[src/rtl/l1_access_driver_if.sv]
// Bundle of the host request/response and L1 lookup handshake signals.
// master = access driver side, slave = host/cache side.
interface l1_access_driver_if #(
  parameter int WAY             = 4,
  parameter int BLOCK_SIZE_BYTE = 16,
  parameter int CACHE_SIZE_BYTE = 256
);
  localparam int OFFSET_W = $clog2(BLOCK_SIZE_BYTE);
  localparam int INDEX_W  = $clog2(CACHE_SIZE_BYTE / (BLOCK_SIZE_BYTE * WAY));
  localparam int TAG_W    = 32 - INDEX_W - OFFSET_W;

  logic                req_valid;
  logic                req_ready;
  logic [31:0]         req_addr;
  logic [31:0]         addr;
  logic [TAG_W-1:0]    tag;
  logic [INDEX_W-1:0]  index;
  logic [OFFSET_W-1:0] block_offset;
  logic                find_start;
  logic                done_L1;
  logic                found_in_cache;
  logic                updated;
  logic                rsp_valid;
  logic                rsp_hit;
  logic [31:0]         rsp_addr;
  logic [15:0]         access_count;
  logic [15:0]         miss_count;
  logic                timeout_err;

  modport master (
    input  req_valid, req_addr, done_L1, found_in_cache, updated,
    output req_ready, addr, tag, index, block_offset, find_start,
           rsp_valid, rsp_hit, rsp_addr, access_count, miss_count, timeout_err
  );

  modport slave (
    output req_valid, req_addr, done_L1, found_in_cache, updated,
    input  req_ready, addr, tag, index, block_offset, find_start,
           rsp_valid, rsp_hit, rsp_addr, access_count, miss_count, timeout_err
  );
endinterface

[src/rtl/l1_access_driver.sv]
// Drives one L1 lookup at a time: latches a host address, pulses find_start,
// waits for done_L1/updated (with timeout) and returns a hit/miss response.
module l1_access_driver #(
  parameter int WAY             = 4,
  parameter int BLOCK_SIZE_BYTE = 16,
  parameter int CACHE_SIZE_BYTE = 256,
  parameter int TIMEOUT         = 255
) (
  input  logic                  clk,
  input  logic                  rst_n,
  l1_access_driver_if.master    bus
);
  localparam int OFFSET_W = $clog2(BLOCK_SIZE_BYTE);
  localparam int INDEX_W  = $clog2(CACHE_SIZE_BYTE / (BLOCK_SIZE_BYTE * WAY));
  localparam int TIMER_W  = $clog2(TIMEOUT + 1);
  localparam logic [TIMER_W-1:0] TIMER_LAST = TIMER_W'(TIMEOUT - 1);

  typedef enum logic [2:0] {IDLE, ISSUE, WAIT_DONE, WAIT_UPD, GAP} state_t;

  state_t              r_state;
  state_t              w_next;
  logic [31:0]         r_addr;
  logic [31:0]         r_rsp_addr;
  logic                r_hit;
  logic                r_rsp_valid;
  logic                r_rsp_hit;
  logic                r_timeout_err;
  logic [TIMER_W-1:0]  r_timer;
  logic [15:0]         r_access_count;
  logic [15:0]         r_miss_count;
  logic                w_accept;
  logic                w_complete;
  logic                w_timeout;
  logic                w_hit_next;
  logic                w_timer_exp;
  logic                w_waiting;

  assign w_timer_exp = (r_timer == TIMER_LAST);
  assign w_waiting   = (r_state == WAIT_DONE) || (r_state == WAIT_UPD);

  // A lookup that reports done and updated together completes without visiting WAIT_UPD.
  always_comb begin
    w_next     = r_state;
    w_accept   = 1'b0;
    w_complete = 1'b0;
    w_timeout  = 1'b0;
    w_hit_next = r_hit;
    unique case (r_state)
      IDLE: begin
        if (bus.req_valid) begin
          w_accept = 1'b1;
          w_next   = ISSUE;
        end
      end
      ISSUE: w_next = WAIT_DONE;
      WAIT_DONE: begin
        if (bus.done_L1) begin
          w_hit_next = bus.found_in_cache;
          if (bus.updated) begin
            w_complete = 1'b1;
            w_next     = GAP;
          end else begin
            w_next = WAIT_UPD;
          end
        end else if (w_timer_exp) begin
          w_timeout = 1'b1;
          w_next    = GAP;
        end
      end
      WAIT_UPD: begin
        if (bus.updated) begin
          w_complete = 1'b1;
          w_next     = GAP;
        end else if (w_timer_exp) begin
          w_timeout = 1'b1;
          w_next    = GAP;
        end
      end
      GAP:     w_next = IDLE;
      default: w_next = IDLE;
    endcase
  end

  always_ff @(posedge clk or negedge rst_n) begin
    if (!rst_n) begin
      r_state        <= IDLE;
      r_addr         <= '0;
      r_rsp_addr     <= '0;
      r_hit          <= 1'b0;
      r_rsp_valid    <= 1'b0;
      r_rsp_hit      <= 1'b0;
      r_timeout_err  <= 1'b0;
      r_timer        <= '0;
      r_access_count <= '0;
      r_miss_count   <= '0;
    end else begin
      r_state     <= w_next;
      r_hit       <= w_hit_next;
      r_rsp_valid <= w_complete || w_timeout;
      if (w_accept) r_addr <= bus.req_addr;
      if ((w_next != r_state) || !w_waiting) r_timer <= '0;
      else                                   r_timer <= r_timer + 1'b1;
      if (w_complete) begin
        r_rsp_hit  <= w_hit_next;
        r_rsp_addr <= r_addr;
        if (r_access_count != 16'hFFFF) r_access_count <= r_access_count + 16'd1;
        if (!w_hit_next && (r_miss_count != 16'hFFFF)) r_miss_count <= r_miss_count + 16'd1;
      end else if (w_timeout) begin
        r_rsp_hit     <= 1'b0;
        r_rsp_addr    <= r_addr;
        r_timeout_err <= 1'b1;
      end
    end
  end

  assign bus.req_ready    = (r_state == IDLE);
  assign bus.find_start   = (r_state == ISSUE);
  assign bus.addr         = r_addr;
  assign bus.tag          = r_addr[31:INDEX_W+OFFSET_W];
  assign bus.index        = r_addr[INDEX_W+OFFSET_W-1:OFFSET_W];
  assign bus.block_offset = r_addr[OFFSET_W-1:0];
  assign bus.rsp_valid    = r_rsp_valid;
  assign bus.rsp_hit      = r_rsp_hit;
  assign bus.rsp_addr     = r_rsp_addr;
  assign bus.access_count = r_access_count;
  assign bus.miss_count   = r_miss_count;
  assign bus.timeout_err  = r_timeout_err;
endmodule

[src/flat_wrapper.sv]
// flat-port wrapper written by rule: the top's interface ports become plain ports
module l1_access_driver_flat 
#(
  parameter int WAY             = 4,
  parameter int BLOCK_SIZE_BYTE = 16,
  parameter int CACHE_SIZE_BYTE = 256,
  parameter int TIMEOUT         = 255
)
  (clk, rst_n, bus_req_valid, bus_req_addr, bus_done_L1, bus_found_in_cache, bus_updated, bus_req_ready, bus_addr, bus_tag, bus_index, bus_block_offset, bus_find_start, bus_rsp_valid, bus_rsp_hit, bus_rsp_addr, bus_access_count, bus_miss_count, bus_timeout_err);
  l1_access_driver_if #(.WAY(WAY), .BLOCK_SIZE_BYTE(BLOCK_SIZE_BYTE), .CACHE_SIZE_BYTE(CACHE_SIZE_BYTE)) bus_i ();
  input  logic clk;
  input  logic rst_n;
  input wire logic [$bits(bus_i.req_valid)-1:0] bus_req_valid;
  input wire logic [$bits(bus_i.req_addr)-1:0] bus_req_addr;
  input wire logic [$bits(bus_i.done_L1)-1:0] bus_done_L1;
  input wire logic [$bits(bus_i.found_in_cache)-1:0] bus_found_in_cache;
  input wire logic [$bits(bus_i.updated)-1:0] bus_updated;
  output wire logic [$bits(bus_i.req_ready)-1:0] bus_req_ready;
  output wire logic [$bits(bus_i.addr)-1:0] bus_addr;
  output wire logic [$bits(bus_i.tag)-1:0] bus_tag;
  output wire logic [$bits(bus_i.index)-1:0] bus_index;
  output wire logic [$bits(bus_i.block_offset)-1:0] bus_block_offset;
  output wire logic [$bits(bus_i.find_start)-1:0] bus_find_start;
  output wire logic [$bits(bus_i.rsp_valid)-1:0] bus_rsp_valid;
  output wire logic [$bits(bus_i.rsp_hit)-1:0] bus_rsp_hit;
  output wire logic [$bits(bus_i.rsp_addr)-1:0] bus_rsp_addr;
  output wire logic [$bits(bus_i.access_count)-1:0] bus_access_count;
  output wire logic [$bits(bus_i.miss_count)-1:0] bus_miss_count;
  output wire logic [$bits(bus_i.timeout_err)-1:0] bus_timeout_err;
  assign bus_i.req_valid = bus_req_valid;
  assign bus_i.req_addr = bus_req_addr;
  assign bus_i.done_L1 = bus_done_L1;
  assign bus_i.found_in_cache = bus_found_in_cache;
  assign bus_i.updated = bus_updated;
  assign bus_req_ready = bus_i.req_ready;
  assign bus_addr = bus_i.addr;
  assign bus_tag = bus_i.tag;
  assign bus_index = bus_i.index;
  assign bus_block_offset = bus_i.block_offset;
  assign bus_find_start = bus_i.find_start;
  assign bus_rsp_valid = bus_i.rsp_valid;
  assign bus_rsp_hit = bus_i.rsp_hit;
  assign bus_rsp_addr = bus_i.rsp_addr;
  assign bus_access_count = bus_i.access_count;
  assign bus_miss_count = bus_i.miss_count;
  assign bus_timeout_err = bus_i.timeout_err;
  l1_access_driver #(.WAY(WAY), .BLOCK_SIZE_BYTE(BLOCK_SIZE_BYTE), .CACHE_SIZE_BYTE(CACHE_SIZE_BYTE), .TIMEOUT(TIMEOUT)) u_core (.clk(clk), .rst_n(rst_n), .bus(bus_i));
endmodule
[config.mk]
export PLATFORM = sky130hd
export DESIGN_NAME = l1_access_driver_flat
export DESIGN_NICKNAME = d
export VERILOG_FILES = /design/src/rtl/l1_access_driver_if.sv /design/src/rtl/l1_access_driver.sv /design/src/flat_wrapper.sv
export SDC_FILE = /design/constraint.sdc
export NUM_CORES = 1
export LEC_CHECK = 0
export CORE_ASPECT_RATIO = 1.5
export CORE_MARGIN = 4
export CORE_UTILIZATION = 27
export CTS_CLUSTER_DIAMETER = 30
export DETAILED_ROUTE_END_ITERATION = 8
export HOLD_SLACK_MARGIN = 0.03
export PLACE_DENSITY = 0.61
export SYNTH_ARGS = -nofsm -noshare
export SYNTH_HDL_FRONTEND = slang
export SYNTH_SLANG_ARGS = --single-unit
[constraint.sdc]
create_clock -name clk -period 2.55 [get_ports clk]
set_input_delay 0.51 -clock clk [delete_from_list [all_inputs] [get_ports clk]]
set_output_delay 0.51 -clock clk [all_outputs]
set_load 0.005 [all_outputs]
# After elaboration in Yosys (flattened, before gate mapping)
# Index checks and enable logic that the tools add are counted.
[classes]
n_addsub = 3
n_eq_ne = 7
mux = 22
bitwise_logic = 1
n_reduce_logical = 11
[ops]
columns = ["op", "count"]
rows = [
  ["$mux W32", 2],
  ["$add A16 B1 Y16 const B", 2],
  ["$ne A16 B16 Y1 const B", 2],
  ["$mux W3", 5],
  ["$pmux W3 S4", 1],
  ["$mux W1", 11],
  ["$add A8 B1 Y8 const B", 1],
  ["$eq A8 B8 Y1 const B", 1],
  ["$mux W8", 1],
  ["$eq A3 B2 Y1 const B", 2],
  ["$reduce_and A2 Y1", 3],
  ["$pmux W1 S2", 2],
  ["$eq A3 B1 Y1 const B", 1],
  ["$logic_not A3 Y1", 1],
  ["$logic_or A1 B1 Y1", 3],
  ["$ne A3 B3 Y1", 1],
  ["$logic_not A1 Y1", 2],
  ["$reduce_bool A2 Y1", 1],
  ["$logic_and A1 B1 Y1", 1],
  ["$not A1 Y1", 1],
]
[word_totals]
regBits = 111

# Logic depth before layout (Yosys ltp)
[logic_depth]
ltp_word = 7
mapped_depth = 8

# Least setup slack after synthesis
# No wires, ideal clock.
[synth_timing]
kind = "reg-to-reg"
startpoint = "register u_core.r_miss_count[0], in the netlist u_core.bus.miss_count[0]"
endpoint = "register u_core.r_miss_count[13], in the netlist u_core.bus.miss_count[13]"
setup_ps = 79
arrival_ps = 1787
setup_slack_ps = 683
stages_incl_launch_ff = 7
path_buffers = 0
period_less_slack_ps = 1867
path_cell_list = "dfrtp_1 ha_1 and3_1 and3_1 or4b_4 nor2_2 xor2_1"
[synth_via]
elab_chain_cells = 3
[synth_rtl]
columns = ["item", "line_no", "source"]
rows = [
  ["start: declaration", "l1_access_driver.sv:30", "logic [15:0] r_miss_count;"],
  ["start signal: assignment", "l1_access_driver.sv:107", "if (!w_hit_next && (r_miss_count != 16'hFFFF)) r_miss_count <= r_miss_count + 16'd1;"],
  ["parallel branches: the longest is 3 deep, another holds $add A16 B1 Y16", "n/a", ""],
]
# Several ways; the timed one is not identified.
# A chain may end at the register's enable or synchronous reset.

# Final worst setup path
[layout_timing]
startpoint = "register u_core.r_state[0]"
endpoint = "output port bus_req_ready"
[layout_via]
elab_chain_cells = 1
[layout_rtl]
columns = ["item", "line_no", "source"]
rows = [
  ["start: declaration", "l1_access_driver.sv:20", "state_t r_state;"],
  ["start signal: assignment", "l1_access_driver.sv:97", "r_state <= w_next;"],
  ["$logic_not A3 Y1", "l1_access_driver.sv:116", "assign bus.req_ready = (r_state == IDLE);"],
  ["end: declaration", "flat_wrapper.sv:18", "output wire logic [$bits(bus_i.req_ready)-1:0] bus_req_ready;"],
]
# No other way between the ends.

==> impl_metrics.tcl <==
set metrics [dict create \
    dp_hpwl_mm 8.65 \
    grt_pass1_wl_mm 19.6 \
    num_rows 59 \
    core_um2 17600 \
    h-tree-depth 3 \
    r2r_setup_slack_ns 0.57 \
    syn_inst 376 \
    maxCapViolations 0 \
    p_per_area_nw_per_um2 1080 \
    fin_crit_ns 2.24 \
    antenna_found_initial 0 \
    cp.required_ns 2.04 \
    n_antenna_cell 0 \
    num_io_pins 171 \
    min_path_type "primary input to async pin" \
    cts_resized 0 \
    hold_ws_ns 0.0600 \
    path_clk_slew_ns 0.07 \
    regArea_um2 2780 \
    ys_ff_latch 111 \
    post_cts_buffers 0 \
    drc 0 \
    crit_path_max_fanout 9 \
    finalHoldViolCount 0 \
    drt_first_pass_iters 4 \
    die-area_um2 20300 \
    maxSlewViolCount 0 \
    synth_edf_count 0 \
    cts_sinks 111 \
    async_reset_ff_frac 1.00 \
    first_global_vias 3680 \
    ant_nets 0 \
    power_mw 7.44 \
    nFillCells 1722 \
    syn_avg_cell_area_um2 13.0 \
    tightest_slew_ns 0.468 \
    grt.overflow.total 0 \
    run_status "completed" \
    syn_nets 418 \
    leakage_nw 2.86 \
    wl_mm 11.7 \
    port_buffers 170 \
    finalSetupViolations 0 \
    grt_max_degree 67 \
    via_per_inst 4.54 \
    die_h_um 173 \
    hold_buffers 0 \
    crit_path_start_kind "flip-flop" \
    drt_iter0_drc 137 \
    slew_headroom 0.688 \
    path_class "flip-flop to output pin" \
    gp_congestion 0.775 \
    rsz0062_at_grt "false" \
    design_area_um2 6860 \
    area_growth_pct 40.8 \
    setup_tns_ns 0 \
    synth_warnings 0 \
    wl_per_cell_um 15.9 \
    finClkSkew_ns 0.00800 \
    dpl_cell_area_um2 6590 \
    drive_gt1_frac 0.197 \
    yosysSeqAreaShare 0.570 \
    syn_area_um2 4870 \
    arrival_ns 1.73 \
    track_usage 0.119 \
    finalNetCount 560 \
    start_util 0.277 \
    cts_made_buffers 9 \
    insertion_delay_ns 0.35 \
    die_w_um 118 \
    cts.path.max_buffers 2 \
    fin_crit_sh 0.880 \
    cts_tree "yes" \
    yosysUniqueCellTypes 44 \
    worst_setup_path_end_kind "output pin" \
    fmax_mhz 446 \
    multi_input_area_um2 1750 \
    ir_drop_uv 517 \
    vias 3340 \
    synthFlopType "dfrtp_1" \
    root_buffer "clkbuf_16" \
]
[power by group]
part           internal [mW]  total (mW)  switching [mW]
clock                  0.663        1.31           0.647
combinational           2.19        3.16           0.970
sequential              2.41        2.97           0.563
[worst paths after layout]
kind / from / to / cells after the start
worst max register to register: u_core.bus.miss_count[0] / u_core.bus.miss_count[13] / 6
worst max-delay path: u_core.r_state[0] / bus_req_ready / 2
max in group asynchronous: rst_n / u_core.bus.addr[9] / 2
worst min register to register: u_core.bus.timeout_err / u_core.bus.timeout_err / 1
worst min-delay path: rst_n / u_core.bus.rsp_addr[2] / 1
min in group clk: u_core.bus.timeout_err / u_core.bus.timeout_err / 1
[through the flow]
step,instances,util,setup slack [ns]
2_1_floorplan,376,-,0.683
3_3_place_gp,720,0.375,0.157
3_5_place_dp,720,0.375,0.101
4_1_cts,736,0.390,0.269
5_1_grt,736,0.390,0.219
6_report,736,0.390,0.306
[metal layers]
layer / track usage / part of all wire / wire length, um / vias up
met5: 0 / 0 / 0 / -
met4: 0.0367 / 0.013 / 148 / 0
met2: 0.204 / 0.51 / 5920 / 125
met3: 0.0522 / 0.086 / 1010 / 13
li1: - / - / - / 1559
met1: 0.133 / 0.39 / 4610 / 1643
[kinds of logic (layout without fill, tap and decap cells)]
logic type,Yosys count,count (layout),share of synthesized area
buffers and inverters,48,195,0.0709
AND/OR/NAND/NOR,91,91,0.105
AO/OA/AOI/OAI,24,24,0.0324
XOR/XNOR,29,29,0.0521
flip-flops,111,111,0.570
multiplexers,69,69,0.159
adder cells (fa/ha/maj),4,4,0.0103
[cell usage after synthesis, types with 6 or more instances]
cell type / instances / area share
xnor2_1: 20 / 0.036
mux2_2: 69 / 0.16
nand3_1: 18 / 0.018
xor2_1: 9 / 0.016
nor2_1: 14 / 0.011
nand2_1: 18 / 0.014
and3_1: 9 / 0.012
nand4_1: 6 / 0.0077
dfrtp_1: 111 / 0.57
a21oi_1: 7 / 0.0072
buf_4: 32 / 0.049
[flip-flops by register name (all words and copies together) (netlist names)]
name and count:
u_core.bus.addr 32, u_core.bus.rsp_addr 32, u_core.bus.access_count 16, u_core.bus.miss_count 16, u_core.r_timer 8, u_core.r_state 3
u_core.bus.rsp_hit 1, u_core.bus.rsp_valid 1, u_core.bus.timeout_err 1, u_core.r_hit 1
[area by class of cell]
type                            count  share of cell area
Clock inverter                      7             0.00693
Clock buffer                        9              0.0328
Multi-Input combinational cell    217               0.255
Timing Repair Buffer              176               0.260
Inverter                            3             0.00164
Sequential cell                   111               0.405
Tap cell                          213              0.0388
[layout by cell type (no fill, tap or decap), drive strengths merged, types with 5 or more instances in the layout]
cell type and count:
clkdlybuf4s50 169, dfrtp 111, mux2 69, xnor2 20, nand3 19, nand2 18, nor2 17, and3 10
xor2 9, clkbuf 9, a21oi 7, buf 7, nand4 6, and4 5
[critical path, cell delays in order, from the launching register on]
cell,delay (ns)
dfrtp_1,0.47
nor3_1,0.34
clkdlybuf4s50_1,0.58
Note: power is estimated with default switching activity, not from simulation.
